==> config.mk <==
export PLATFORM = sky130hd
export DESIGN_NAME = rr_arbiter8_flat
export DESIGN_NICKNAME = d
export VERILOG_FILES = /design/src/rtl/rr_arbiter8_if.sv /design/src/rtl/rr_arbiter8.sv /design/src/flat_wrapper.sv
export SDC_FILE = /design/constraint.sdc
export NUM_CORES = 1
export LEC_CHECK = 0
export ABC_AREA = 1
export BUFFER_PORTS_ARGS = -buffer_cell sky130_fd_sc_hd__buf_2
export CAP_MARGIN = 20
export CORE_UTILIZATION = 44
export DETAILED_ROUTE_END_ITERATION = 7
export PLACE_DENSITY = 0.62
export SYNTH_ARGS = -nofsm -noshare
export SYNTH_HDL_FRONTEND = slang
export SYNTH_HIERARCHICAL = 1
export SYNTH_SLANG_ARGS = --single-unit
==> constraint.sdc <==
create_clock -name clk -period 3.7 [get_ports clk]
set_input_delay 0.185 -clock clk [delete_from_list [all_inputs] [get_ports clk]]
set_output_delay 0.185 -clock clk [all_outputs]
set_load 0.02 [all_outputs]
==> src/rtl/rr_arbiter8_if.sv <==
// Handshake bundle between the requesters and the eight-way round-robin arbiter.
// master = requester side, slave = arbiter side.
interface rr_arbiter8_if;
    logic [7:0] req;
    logic       done;
    logic       grant_valid;
    logic [2:0] grant_idx;
    logic [7:0] grant_onehot;
    logic       busy;
    logic       timeout;

    modport master (
        output req, done,
        input  grant_valid, grant_idx, grant_onehot, busy, timeout
    );

    modport slave (
        input  req, done,
        output grant_valid, grant_idx, grant_onehot, busy, timeout
    );
endinterface

==> src/rtl/rr_arbiter8.sv <==
// Eight-way round-robin arbiter with release handshake, turnaround gap and
// optional hold timeout; the registered grant index is expanded by decoder3to8.
module decoder3to8 (
    input  logic [2:0] sel,
    output logic [7:0] y
);
    always_comb begin
        y      = '0;
        y[sel] = 1'b1;
    end
endmodule

module rr_arbiter8 #(
    parameter int unsigned HOLD_MAX   = 0,
    parameter int unsigned GAP_CYCLES = 1
) (
    input  logic           clk,
    input  logic           rst,
    rr_arbiter8_if.slave   bus
);
    typedef enum logic [1:0] {S_IDLE, S_GRANT, S_GAP} state_e;

    localparam logic [15:0] HOLD_LAST = 16'(HOLD_MAX - 1);
    localparam logic [3:0]  GAP_LOAD  = 4'(GAP_CYCLES - 1);

    state_e      state_q, state_d;
    logic [2:0]  ptr_q, ptr_d;
    logic [2:0]  idx_q, idx_d;
    logic [15:0] hold_q, hold_d;
    logic [3:0]  gap_q, gap_d;
    logic        timeout_q, timeout_d;

    logic        win_found;
    logic [2:0]  win_idx;
    logic [2:0]  cand;
    logic        rel_done, rel_wd, rel_hold;
    logic [7:0]  dec_y;

    // First set request scanning upward from ptr, wrapping modulo 8.
    always_comb begin
        win_found = 1'b0;
        win_idx   = '0;
        cand      = '0;
        for (int unsigned i = 0; i < 8; i++) begin
            cand = ptr_q + 3'(i);
            if (!win_found && bus.req[cand]) begin
                win_found = 1'b1;
                win_idx   = cand;
            end
        end
    end

    assign rel_done = bus.done;
    assign rel_wd   = !bus.req[idx_q];
    assign rel_hold = (HOLD_MAX != 0) && (hold_q == HOLD_LAST);

    always_comb begin
        state_d   = state_q;
        ptr_d     = ptr_q;
        idx_d     = idx_q;
        hold_d    = hold_q;
        gap_d     = gap_q;
        timeout_d = 1'b0;
        unique case (state_q)
            S_IDLE: begin
                if (win_found) begin
                    state_d = S_GRANT;
                    idx_d   = win_idx;
                    ptr_d   = win_idx + 3'd1;
                    hold_d  = '0;
                end
            end
            S_GRANT: begin
                if (rel_done || rel_wd || rel_hold) begin
                    state_d   = S_GAP;
                    gap_d     = GAP_LOAD;
                    // Timeout flags only a forced release, never a coincident normal one.
                    timeout_d = rel_hold && !rel_done && !rel_wd;
                end else begin
                    hold_d = hold_q + 16'd1;
                end
            end
            S_GAP: begin
                if (gap_q == '0) state_d = S_IDLE;
                else             gap_d   = gap_q - 4'd1;
            end
            default: state_d = S_IDLE;
        endcase
    end

    always_ff @(posedge clk) begin
        if (rst) begin
            state_q   <= S_IDLE;
            ptr_q     <= '0;
            idx_q     <= '0;
            hold_q    <= '0;
            gap_q     <= '0;
            timeout_q <= 1'b0;
        end else begin
            state_q   <= state_d;
            ptr_q     <= ptr_d;
            idx_q     <= idx_d;
            hold_q    <= hold_d;
            gap_q     <= gap_d;
            timeout_q <= timeout_d;
        end
    end

    decoder3to8 u_dec (
        .sel (idx_q),
        .y   (dec_y)
    );

    assign bus.grant_valid  = (state_q == S_GRANT);
    assign bus.grant_idx    = idx_q;
    assign bus.grant_onehot = dec_y & {8{state_q == S_GRANT}};
    assign bus.busy         = (state_q != S_IDLE);
    assign bus.timeout      = timeout_q;
endmodule

==> src/flat_wrapper.sv <==
// flat-port wrapper written by rule: the top's interface ports become plain ports
module rr_arbiter8_flat 
#(
    parameter int unsigned HOLD_MAX   = 0,
    parameter int unsigned GAP_CYCLES = 1
)
  (clk, rst, bus_req, bus_done, bus_grant_valid, bus_grant_idx, bus_grant_onehot, bus_busy, bus_timeout);
  rr_arbiter8_if bus_i ();
  input  logic clk;
  input  logic rst;
  input wire logic [$bits(bus_i.req)-1:0] bus_req;
  input wire logic [$bits(bus_i.done)-1:0] bus_done;
  output wire logic [$bits(bus_i.grant_valid)-1:0] bus_grant_valid;
  output wire logic [$bits(bus_i.grant_idx)-1:0] bus_grant_idx;
  output wire logic [$bits(bus_i.grant_onehot)-1:0] bus_grant_onehot;
  output wire logic [$bits(bus_i.busy)-1:0] bus_busy;
  output wire logic [$bits(bus_i.timeout)-1:0] bus_timeout;
  assign bus_i.req = bus_req;
  assign bus_i.done = bus_done;
  assign bus_grant_valid = bus_i.grant_valid;
  assign bus_grant_idx = bus_i.grant_idx;
  assign bus_grant_onehot = bus_i.grant_onehot;
  assign bus_busy = bus_i.busy;
  assign bus_timeout = bus_i.timeout;
  rr_arbiter8 #(.HOLD_MAX(HOLD_MAX), .GAP_CYCLES(GAP_CYCLES)) u_core (.clk(clk), .rst(rst), .bus(bus_i));
endmodule
Yosys cells after proc, flatten, opt, wreduce, memory -nomap -nowiden
Cells that the tools add are included.
Widths: inputs -> output; s select.
{"block": "op_classes", "n_addsub": 9, "order_cmp": 10, "eq_ne": 6, "n_mux": 43, "bitwise_logic": 1, "n_reduce_logical": 24}
{"operator": "$lt 3x4->1 const B", "n": 9}
{"operator": "$bmux 1 s3", "n": 9}
{"operator": "$mux 3", "n": 8}
{"operator": "$mux 1", "n": 18}
{"operator": "$add 3x3->3 const B", "n": 4}
{"operator": "$and 8x8->8", "n": 1}
{"operator": "$logic_and 1x1->1", "n": 8}
{"operator": "$logic_not 1->1", "n": 8}
{"operator": "$mux 4", "n": 2}
{"operator": "$pmux 4 s2", "n": 1}
{"operator": "$add 3x1->3 const B", "n": 2}
{"operator": "$add 3x2->3 const B", "n": 2}
{"operator": "$mux 2", "n": 3}
{"operator": "$ne 2x1->1 const B", "n": 3}
{"operator": "$pmux 2 s3", "n": 1}
{"operator": "$reduce_and 3->1", "n": 2}
{"operator": "$logic_not 4->1", "n": 1}
{"operator": "$reduce_bool 2->1", "n": 2}
{"operator": "$sub 4x1->4 const B", "n": 1}
{"operator": "$demux 1 s3", "n": 1}
{"operator": "$ge 3x1->1 const B", "n": 1}
{"operator": "$eq 2x1->1 const B", "n": 1}
{"operator": "$eq 2x2->1 const B", "n": 1}
{"operator": "$logic_not 2->1", "n": 1}
{"operator": "3 further kinds", "n": 3}
{"block": "totals", "ff_bits": 12, "in_bits": 11, "out_inout_bits": 14, "word_cells": 97}

Logic depth before layout (Yosys ltp)
Gate-level depths: netlist of run 1.
{"block": "logic_depth", "ltp_word": 26, "mapped_depth": 21, "depth_no_buf": 19}

Cells and area by module
The synthesis of run 1 kept the hierarchy.
{"mod": "rr_arbiter8", "n_inst": 1, "cells_per_inst": 240, "area_per_inst_um2": 1505.2, "seq_area_each_um2": 240.2}
{"mod": "decoder3to8", "n_inst": 1, "cells_per_inst": 15, "area_per_inst_um2": 56.3, "seq_area_each_um2": 0.0}

Least setup slack after synthesis of run 1
No wires, ideal clock.
{"block": "synth_timing", "path_kind": "register -> register", "startpoint": "reg u_core.ptr_q[0]", "endpoint": "reg u_core.ptr_q[1]", "arrival_time_ns": 2.456, "required_ns": 3.577, "setup_slack_ns": 1.120, "path_stages_with_launch": 19, "path_buffers": 2, "synth_period_minus_slack_ns": 2.580, "cell_sequence": "dfxtp_1 > buf_6 > inv_2 > buf_6 > ha_1 > inv_1 > nand3_1 > nand3_2 > nand2_4 > nor2_8 > nand2_1 > nor2_2 > nand3_1 > nand4_1 > nand2_1 > inv_1 > ha_1 > o21ai_1 > a21oi_1"}
{"block": "synth_via", "elab_chain_len": 25}
{"item": "from (decl)", "line": "rr_arbiter8.sv:27", "text": "logic [2:0] ptr_q, ptr_d;"}
{"item": "from (signal assigned)", "line": "rr_arbiter8.sv:101", "text": "ptr_q <= ptr_d;"}
{"item": "branches (longest 23 deep; another with $add 3x1->3)"}
{"item": "$mux 3 *", "line": "rr_arbiter8.sv:46", "text": "if (!win_found && bus.req[cand]) begin"}
{"item": "net u_core.win_idx[0]", "line": "rr_arbiter8.sv:34", "text": "logic [2:0] win_idx;"}
{"item": "$add 3x1->3 *", "line": "rr_arbiter8.sv:69", "text": "ptr_d = win_idx + 3'd1;"}
Mark *: on every way through the listed nets, which the timed path passes. The select of a mux whose other input is x is not followed.
A chain may end at the register's enable or synchronous reset.

Worst setup path after layout of run 1
Ends and elaborated chain as after synthesis.

==> impl_metrics.tcl, run 1 <==
set metrics [dict create \
    yosys.area.top_type "dfxtp_1" \
    whs_path_depth 2 \
    drv_cap 0 \
    path_clk_slew_ps 80 \
    critPathMaxFanout 11 \
    fin_skew_ps 7.98 \
    syn2layout_area_growth_pct 11.0 \
    die_area_um2 3790 \
    worstSetupStartpointType "register" \
    stdcell_area_um2 1730 \
    hold_path_class "in -> reg" \
    fin_ws_ps 621 \
    synth_commonest_cells "56 x nand2_1, 38 x inv_1, 35 x nor2_1, 31 x nand3_1, 12 x dfxtp_1" \
    core_area_um2 3360 \
    avgViaCountPerCell 4.97 \
    grt_max_degree 13 \
    grt_pass1_wl_um 6120 \
    worstPathRequired_ps 3860 \
    clkSinkCount 12 \
    drt_iter0_markers 77 \
    row_count 21 \
    chipHeight_um 61.6 \
    path_class "reg -> reg" \
    first_global_vias 1379 \
    synth_fp_nets 270 \
    die_x_um 61.6 \
    globalRouteOverflowTotal 0 \
    cts_max_level 1 \
    post_cts_buffers 0 \
    end_kind "register" \
    reg2reg_depth 16 \
    gr-usage-all-layers_pct 21.5 \
    max_freq_mhz 325 \
    fill_cells 383 \
    p_leak_nw 0.886 \
    yosysTopAreaCellShare_pct 15.4 \
    fin_setup_tns_ps 0 \
    cp_cell_sequence "inv_2 -> ha_1 -> inv_1 -> nand3_1 -> nand3_2 -> nand2_4 -> nor2_8 -> nand2_1 -> nor2_2 -> nand3_1 -> nand4_1 -> nand2_1 -> inv_1 -> ha_1 -> o21ai_1 -> a21oi_1" \
    cts_hold_buf 0 \
    synth_flop_cell "dfxtp_1" \
    multi_input_area_um2 1110 \
    critical-path-top-delay-family "simple AND/OR/NAND/NOR gates" \
    final_util_pct 51.5 \
    status "complete, no violations" \
    met2_usage_pct 35.0 \
    vias 1611 \
    worst_path_largest_cell_delay_ps 550 \
    async_flop_share_pct 0 \
    cts_tree "yes" \
    hold_path.startpoint "rst" \
    ant_nets 0 \
    path_depth 16 \
    cts_made_buffers 3 \
    dpl_worst_slack_ps 697 \
    min_period_ps 3080 \
    busiest_layer "met2" \
    placed_area_um2 1700 \
    ys_seq_area_share_pct 15.4 \
    drive_above_1_share_pct 21.2 \
    post_cts_resized 0 \
    regToRegStartpoint "u_core/ptr_q[0]$_SDFFE_PP0P_" \
    place_congestion 0.908 \
    ir_drop_v 0.000473 \
    n_antenna_cell 0 \
    antenna_found_initial 0 \
    io_pins 25 \
    drc 0 \
    initial_core_util_pct 46.4 \
    r2r_end "u_core/ptr_q[1]$_SDFFE_PP0P_" \
    synth_warnings 6 \
    finalHoldViolations 0 \
    hpwl_um 2960 \
    ys_ff_latch 12 \
    synth_cells 255 \
    power.density_nw_per_um2 960 \
    cp_slowest_cell "dfxtp_1" \
    cts-root-buf "clkbuf_4" \
    synthesis.area_um2 1560 \
    nNetsFinal 294 \
    dpl.cell_count 320 \
    synthTopCellsByArea "dfxtp_1 15%, nand2_1 13%, nand3_1 9.9%, inv_1 9.1%, nor2_1 8.4%" \
    ff_latch_area_um2 240 \
    drt-wirelength-per-cell_um 11.2 \
    grt.met1_usage_pct 30.2 \
    synth_edf_count 0 \
    firstDrtPassIters 4 \
    synth.avg_cell_area_um2 6.12 \
    r2r_slack_ps 620 \
    synth.distinct_cells 36 \
    fin_cells 324 \
    setup_viol 0 \
    cts_buffer_depth 2 \
    port_buffers 23 \
    yosysMostFrequentCell "nand2_1" \
    critPathArrivalTime_ps 3240 \
    grt_use_met3_pct 1.89 \
    fin_crit_sh_pct 83.2 \
    rsz0062_at_grt "no" \
    min_to "u_core/state_q[0]$_SDFFE_PP0P_" \
    cp_num_buf_inv 3 \
    routed_wl_um 3620 \
    clk_latency_ps 280 \
    final_max_slew_viol_count 0 \
]
==> where the power goes <==
| group | switching, mW | internal, mW | total, mW |
|---|---|---|---|
| Clock | 0.0447 | 0.0599 | 0.105 |
| Sequential | 0.0666 | 0.176 | 0.243 |
| Combinational | 0.884 | 0.431 | 1.32 |
| Total | 0.995 | 0.667 | 1.66 |
==> cells by family after synthesis <==
kind of cell | count (synthesis) | share of synthesized area (%)
mux | 1 | 0.641
other cells | 1 | 0.240
compound gates | 27 | 9.86
buf+inv | 48 | 13.4
flops | 12 | 15.4
fa+ha+maj | 4 | 3.21
simple gates | 160 | 56.2
xor+xnor | 2 | 1.12
==> cell type report <==
type                       instances  area share, %
clock buffer                       4           2.09
inverter                          43           9.46
multi-input combinational        195           64.2
sequential                        12           13.9
tap                               46           3.32
timing repair buffer              24           7.08
==> per-layer routing <==
metal	wire length, um	vias up
li1	-	870
met4	38	0
met1	1810	694
met5	0	-
met3	122	6
met2	1650	41
==> worst max-delay path by stage <==
stage,start,end
after global routing,u_core/ptr_q[0]$_SDFFE_PP0P_,u_core/ptr_q[2]$_SDFFE_PP0P_
after floorplan,u_core/ptr_q[0]$_SDFFE_PP0P_,u_core/ptr_q[1]$_SDFFE_PP0P_
final,u_core/ptr_q[0]$_SDFFE_PP0P_,u_core/ptr_q[1]$_SDFFE_PP0P_
after detailed placement,u_core/ptr_q[0]$_SDFFE_PP0P_,u_core/ptr_q[1]$_SDFFE_PP0P_
after global placement,u_core/ptr_q[0]$_SDFFE_PP0P_,u_core/ptr_q[1]$_SDFFE_PP0P_
after CTS,u_core/ptr_q[0]$_SDFFE_PP0P_,u_core/ptr_q[1]$_SDFFE_PP0P_
==> per-stage QoR <==
stage | total power [mW] | hold slack (ps)
6_report | 1.66 | 178
2_1_floorplan | 1.32 | 247
3_5_place_dp | 1.55 | 448
4_1_cts | 1.67 | 166
5_1_grt | 1.86 | 174
3_3_place_gp | 1.57 | 447
==> placed cells by master (no fill, tap or decap), types with 6 or more instances in the layout <==
cell and count:
nand2_1 56, inv_1 38, nor2_1 35, nand3_1 31, buf_2 23, dfxtp_1 12
o21ai_0 10, a21oi_1 7, nand2_4 6
==> worst reg2reg max path, cell delays in order, from the launching register on <==
cell and delay (ps):
dfxtp_1 550, inv_2 230, ha_1 420, inv_1 220
nand3_1 170, nand3_2 120, nand2_4 80, nor2_8 100
nand2_1 100, nor2_2 170, nand3_1 120, nand4_1 150
nand2_1 80, inv_1 60, ha_1 210, o21ai_1 130
a21oi_1 50
==> flip-flops by register name, indices dropped and copies added (netlist names) <==
register / flops
u_core/bus.grant_idx: 3
u_core/gap_q: 4
u_core/ptr_q: 3
u_core/state_q: 2
Power figures use the tool's default switching activity.
==> run 2: changes to the inputs <==
ABC_AREA = 0   (was 1)
clock period = 3 ns   (was 3.7 ns; I/O delays follow)
==> impl_metrics.tcl, run 2 <==
set metrics [dict create \
    die_area_um2 3780 \
    drv_cap 0 \
    yosysMostFrequentCell "nor2_1" \
    placed_area_um2 1760 \
    ant_nets 0 \
    die_x_um 61.5 \
    critPathMaxFanout 8 \
    cts_buffer_depth 2 \
    syn2layout_area_growth_pct 23.3 \
    yosysTopAreaCellShare_pct 15.4 \
    setup_viol 0 \
    nNetsFinal 224 \
    ir_drop_v 0.000529 \
    synth.distinct_cells 57 \
    swShare_pct 47.2 \
    finalHoldViolations 0 \
    vias 1461 \
    path_clk_slew_ps 70 \
    synthesis.area_um2 1560 \
    cts-root-buf "clkbuf_4" \
    first_global_vias 1296 \
    core_area_um2 3360 \
    ys_seq_area_share_pct 15.4 \
    slew_headroom_pct 56.4 \
    synth.avg_cell_area_um2 8.99 \
    worstSetupStartpointType "register" \
    largest_register_ffs 4 \
    p_total_mw 2.38 \
    r2r_slack_ps 50 \
    antenna_found_initial 0 \
    async_flop_share_pct 0 \
    final_max_slew_viol_count 0 \
    routed_wl_um 3900 \
    gr-usage-all-layers_pct 21.2 \
    synth_commonest_cells "17 x nor2_1, 12 x dfxtp_1, 11 x a21oi_1" \
    synth_warnings 6 \
    worst_pin_slew_ps 653 \
    synth_flop_cell "dfxtp_1" \
    grt_pass1_wl_um 6010 \
    status "complete, no violations" \
    sequentialPowerShare_pct 12.5 \
    worstSetupStartpoint "u_core/ptr_q[1]$_SDFFE_PP0P_" \
    p_comb_share_pct 82.2 \
    stdcell_area_um2 1920 \
    fin_skew_ps 3.02 \
    hold_path_class "in -> reg" \
    worstPathRequired_ps 3160 \
    end_kind "register" \
    ys_ff_latch 12 \
    port_buffers 23 \
    drt_iter0_markers 90 \
    place_congestion 0.906 \
    yosys.area.top_type "dfxtp_1" \
    clock_power_share_pct 5.2 \
    cts_tree "yes" \
    clk_latency_ps 260 \
    hold_path.startpoint "rst" \
    initial_core_util_pct 46.2 \
    critPathArrivalTime_ps 3110 \
    synth_cells 173 \
    firstDrtPassIters 4 \
    fin_crit_sh_pct 98.3 \
    synth_edf_count 0 \
    hpwl_um 2870 \
    globalRouteOverflowTotal 0 \
    n_antenna_cell 0 \
    p_sw_mw 1.12 \
    min_period_ps 2950 \
    avgViaCountPerCell 5.75 \
    synth_fp_nets 188 \
    cts_max_level 1 \
    path_class "reg -> reg" \
    internal_power_mw 1.26 \
    max_freq_mhz 339 \
    clkSinkCount 12 \
    drive_above_1_share_pct 43.3 \
    most-common-layout-cells "23 x buf_2, 17 x nor2_1, 17 x buf_4" \
    power.density_nw_per_um2 1240 \
    registers.top_by_ff_count "u_core/gap_q" \
    p_leak_nw 0.806 \
    mostFrequentLayoutCell "buf_2" \
    rsz0062_at_grt "yes" \
    drc 0 \
    row_count 21 \
    regToRegStartpoint "u_core/ptr_q[1]$_SDFFE_PP0P_" \
    chipHeight_um 61.5 \
    cts_hold_buf 0 \
    io_pins 25 \
    drt-wirelength-per-cell_um 15.3 \
    cts_made_buffers 3 \
    grt_max_degree 13 \
    synthTopCellsByArea "dfxtp_1 15%, mux4_2 12%, mux4_1 6.8%, mux2i_1 5.1%, nor2_1 4.1%" \
]
## run 2: routing by layer
metal,global-route usage (%),share of wire [%],wire (um)
met4,3.81,0.26,10
met1,28.5,43,1690
met3,1.26,4.0,155
met5,0,0,0
met2,38.0,52,2040
## run 2: per-stage QoR
step	utilization, %	hold slack, ps	worst slack [ps]	cells	setup TNS [ps]
after floorplan	-	314	-48.3	173	-66.2
after global placement	52.3	459	95.1	243	0
after detailed placement	52.3	472	26.1	243	0
after CTS	53.4	185	5.00	247	0
after global routing	57.0	220	-46.7	254	-120
final	57.0	203	49.7	254	0
## run 2: timing repair
action / CTS / global route
setup endpoints to repair: 0 / 6
buffers inserted: 0 / 7
resized for setup: 0 / 17
## run 2: power groups by stage
| stage | Combinational (mW) | Clock [mW] | Sequential, mW |
|---|---|---|---|
| finish | 1.96 | 0.125 | 0.298 |
| CTS | 1.69 | 0.131 | 0.297 |
| detailed placement | 1.68 | 0 | 0.300 |
| floorplan | 1.33 | 0 | 0.296 |
| global placement | 1.66 | 0 | 0.294 |
| global route | 2.11 | 0.134 | 0.313 |
## run 2: cell families (layout without fill, tap and decap cells)
group,count (synthesis),in the layout,synth area share (%)
flops,12,12,15.4
buf+inv,19,54,6.76
other cells,1,1,0.241
simple gates,68,68,25.4
xor+xnor,7,7,3.94
compound gates,35,35,15.0
mux,27,27,30.0
fa+ha+maj,4,4,3.22
## run 2: layout make-up
type,instances,area (um2)
Fill cell,337,1450
Inverter,8,32.5
Timing Repair Buffer,42,265
Tap cell,46,57.6
Clock buffer,4,36.3
Multi-Input combinational cell,142,1280
Sequential cell,12,243
## run 2: path summary, 6_finish.rpt
kind	to	depth (start not counted)
setup / recovery	u_core/bus.grant_idx[2]$_SDFFE_PP0P_	11
hold / removal	u_core/bus.grant_idx[2]$_SDFFE_PP0P_	2
setup reg to reg	u_core/bus.grant_idx[2]$_SDFFE_PP0P_	11
hold reg to reg	u_core/gap_q[1]$_SDFFE_PP0P_	2
## run 2: critical path, stage by stage, from the launching register on
cell and delay, ps:
dfxtp_2 360, inv_4 40, ha_4 320, buf_6 130
mux4_2 360, mux2i_4 180, nand2_2 100, or4b_4 580
o31a_1 400, buf_4 180, mux2i_1 150, nor2_1 50
==> run 3: changes to the inputs <==
PLACE_DENSITY = not set   (was 0.62)
==> impl_metrics.tcl, run 3 (synthesized netlist as in run 2, its figures left out) <==
set metrics [dict create \
    path_class "reg -> reg" \
    slew_headroom_pct 55.0 \
    die_x_um 61.5 \
    final_util_pct 57.0 \
    registers.top_by_ff_count "u_core/gap_q" \
    clock_power_share_pct 5.4 \
    internal_power_mw 1.28 \
    sequentialPowerShare_pct 12.1 \
    max_freq_mhz 337 \
    rsz0062_at_grt "yes" \
    swShare_pct 47.0 \
    holdWs_ps 173 \
    chipHeight_um 61.5 \
    cp_slowest_cell "or4b_4" \
    row_count 21 \
    drive_above_1_share_pct 45.7 \
    multi_input_area_um2 1290 \
    routed_wl_um 3860 \
    fill_cells 322 \
    p_total_mw 2.42 \
    worstPathRequired_ps 3210 \
    initial_core_util_pct 46.2 \
    cp_common_cell "nand2_2" \
    final_max_slew_viol_count 0 \
    fin_ws_ps 29.8 \
    drc 0 \
    p_sw_mw 1.14 \
    io_pins 25 \
    fin_crit_sh_pct 99.0 \
    syn2layout_area_growth_pct 23.3 \
    n_antenna_cell 0 \
    p_comb_share_pct 82.5 \
    dpl_worst_slack_ps -6.65 \
    end_kind "register" \
    antenna_found_initial 0 \
    critPathMaxFanout 6 \
    cts-root-buf "clkbuf_4" \
    nNetsFinal 224 \
    setup_viol 0 \
    worstSetupStartpointType "register" \
    cts_buffer_depth 2 \
    drv_cap 0 \
    status "complete, no violations" \
    port_buffers 23 \
    critical-path-top-delay-family "simple AND/OR/NAND/NOR gates" \
    core_area_um2 3360 \
    cts_made_buffers 3 \
    cts_max_level 1 \
    ir_drop_v 0.000640 \
    cp_cell_sequence "inv_4 -> ha_4 -> buf_4 -> mux4_2 -> nand2_2 -> nand2_2 -> or4b_4 -> or3_1 -> o211a_1 -> xnor2_2 -> a211oi_2" \
    die_area_um2 3780 \
    grt_max_degree 13 \
    finalHoldViolations 0 \
    p_leak_nw 0.798 \
    clk_latency_ps 280 \
    ant_nets 0 \
    worst_path_largest_cell_delay_ps 560 \
    cp_num_buf_inv 2 \
    path_clk_slew_ps 80 \
    hold_path_class "in -> reg" \
    firstDrtPassIters 4 \
    vias 1465 \
    most-common-layout-cells "23 x buf_2, 18 x buf_4, 17 x nor2_1" \
    largest_register_ffs 4 \
    drt_iter0_markers 61 \
    fin_setup_tns_ps 0 \
    grt_pass1_wl_um 5910 \
    cts_tree "yes" \
    critPathArrivalTime_ps 3180 \
    worst_pin_slew_ps 674 \
    fin_skew_ps 8.29 \
    avgViaCountPerCell 5.77 \
    clkSinkCount 12 \
    place_congestion 0.841 \
    ff_latch_area_um2 243 \
    min_period_ps 2970 \
    first_global_vias 1235 \
    drt-wirelength-per-cell_um 15.2 \
    hpwl_um 2880 \
    globalRouteOverflowTotal 0 \
    power.density_nw_per_um2 1260 \
    gr-usage-all-layers_pct 21.0 \
    mostFrequentLayoutCell "buf_2" \
]
-- run 3: layout make-up --
| class | count | area share (%) |
|---|---|---|
| flip-flops and latches | 12 | 12.7 |
| multi-input cells | 142 | 67.1 |
| well taps | 46 | 3.00 |
| inverters | 8 | 1.70 |
| clock buffers | 4 | 1.89 |
| repair buffers | 42 | 13.6 |
-- run 3: routing by layer --
metal / vias to the layer above / global-route usage (%) / routed length [um]
met1: 702 / 29.4 / 1750
li1: 708 / - / -
met5: - / 0 / 0
met2: 49 / 34.0 / 1870
met4: 0 / 9.21 / 93
met3: 6 / 0.840 / 158
-- run 3: power by group through the flow --
| stage | Combinational [mW] | Clock [mW] | Sequential (mW) |
|---|---|---|---|
| floorplan | 1.33 | 0 | 0.296 |
| global placement | 1.69 | 0 | 0.292 |
| detailed placement | 1.71 | 0 | 0.299 |
| CTS | 1.74 | 0.133 | 0.293 |
| global route | 2.15 | 0.141 | 0.301 |
| finish | 2.00 | 0.130 | 0.293 |
-- run 3: per-stage QoR --
step	instances	cell area (um2)
floorplan	173	1590
global placement	243	1760
detailed placement	243	1760
CTS	248	1820
global route	254	1920
finish	254	1920
-- run 3: worst paths after layout --
kind | startpoint | to | slack, ps | depth (start not counted)
max | u_core/ptr_q[1]$_SDFFE_PP0P_ | u_core/ptr_q[2]$_SDFFE_PP0P_ | 30 | 11
min | rst | u_core/ptr_q[2]$_SDFFE_PP0P_ | 170 | 2
max reg2reg | u_core/ptr_q[1]$_SDFFE_PP0P_ | u_core/ptr_q[2]$_SDFFE_PP0P_ | 30 | 11
min reg2reg | u_core/gap_q[0]$_SDFFE_PP0P_ | u_core/gap_q[0]$_SDFFE_PP0P_ | 490 | 2
-- run 3: timing repair --
item,CTS,global route
setup endpoints to repair,2,6
pin swaps,0,6
hold buffers,0,0
buffers inserted,1,6
resized for setup,2,19
cloned,0,0
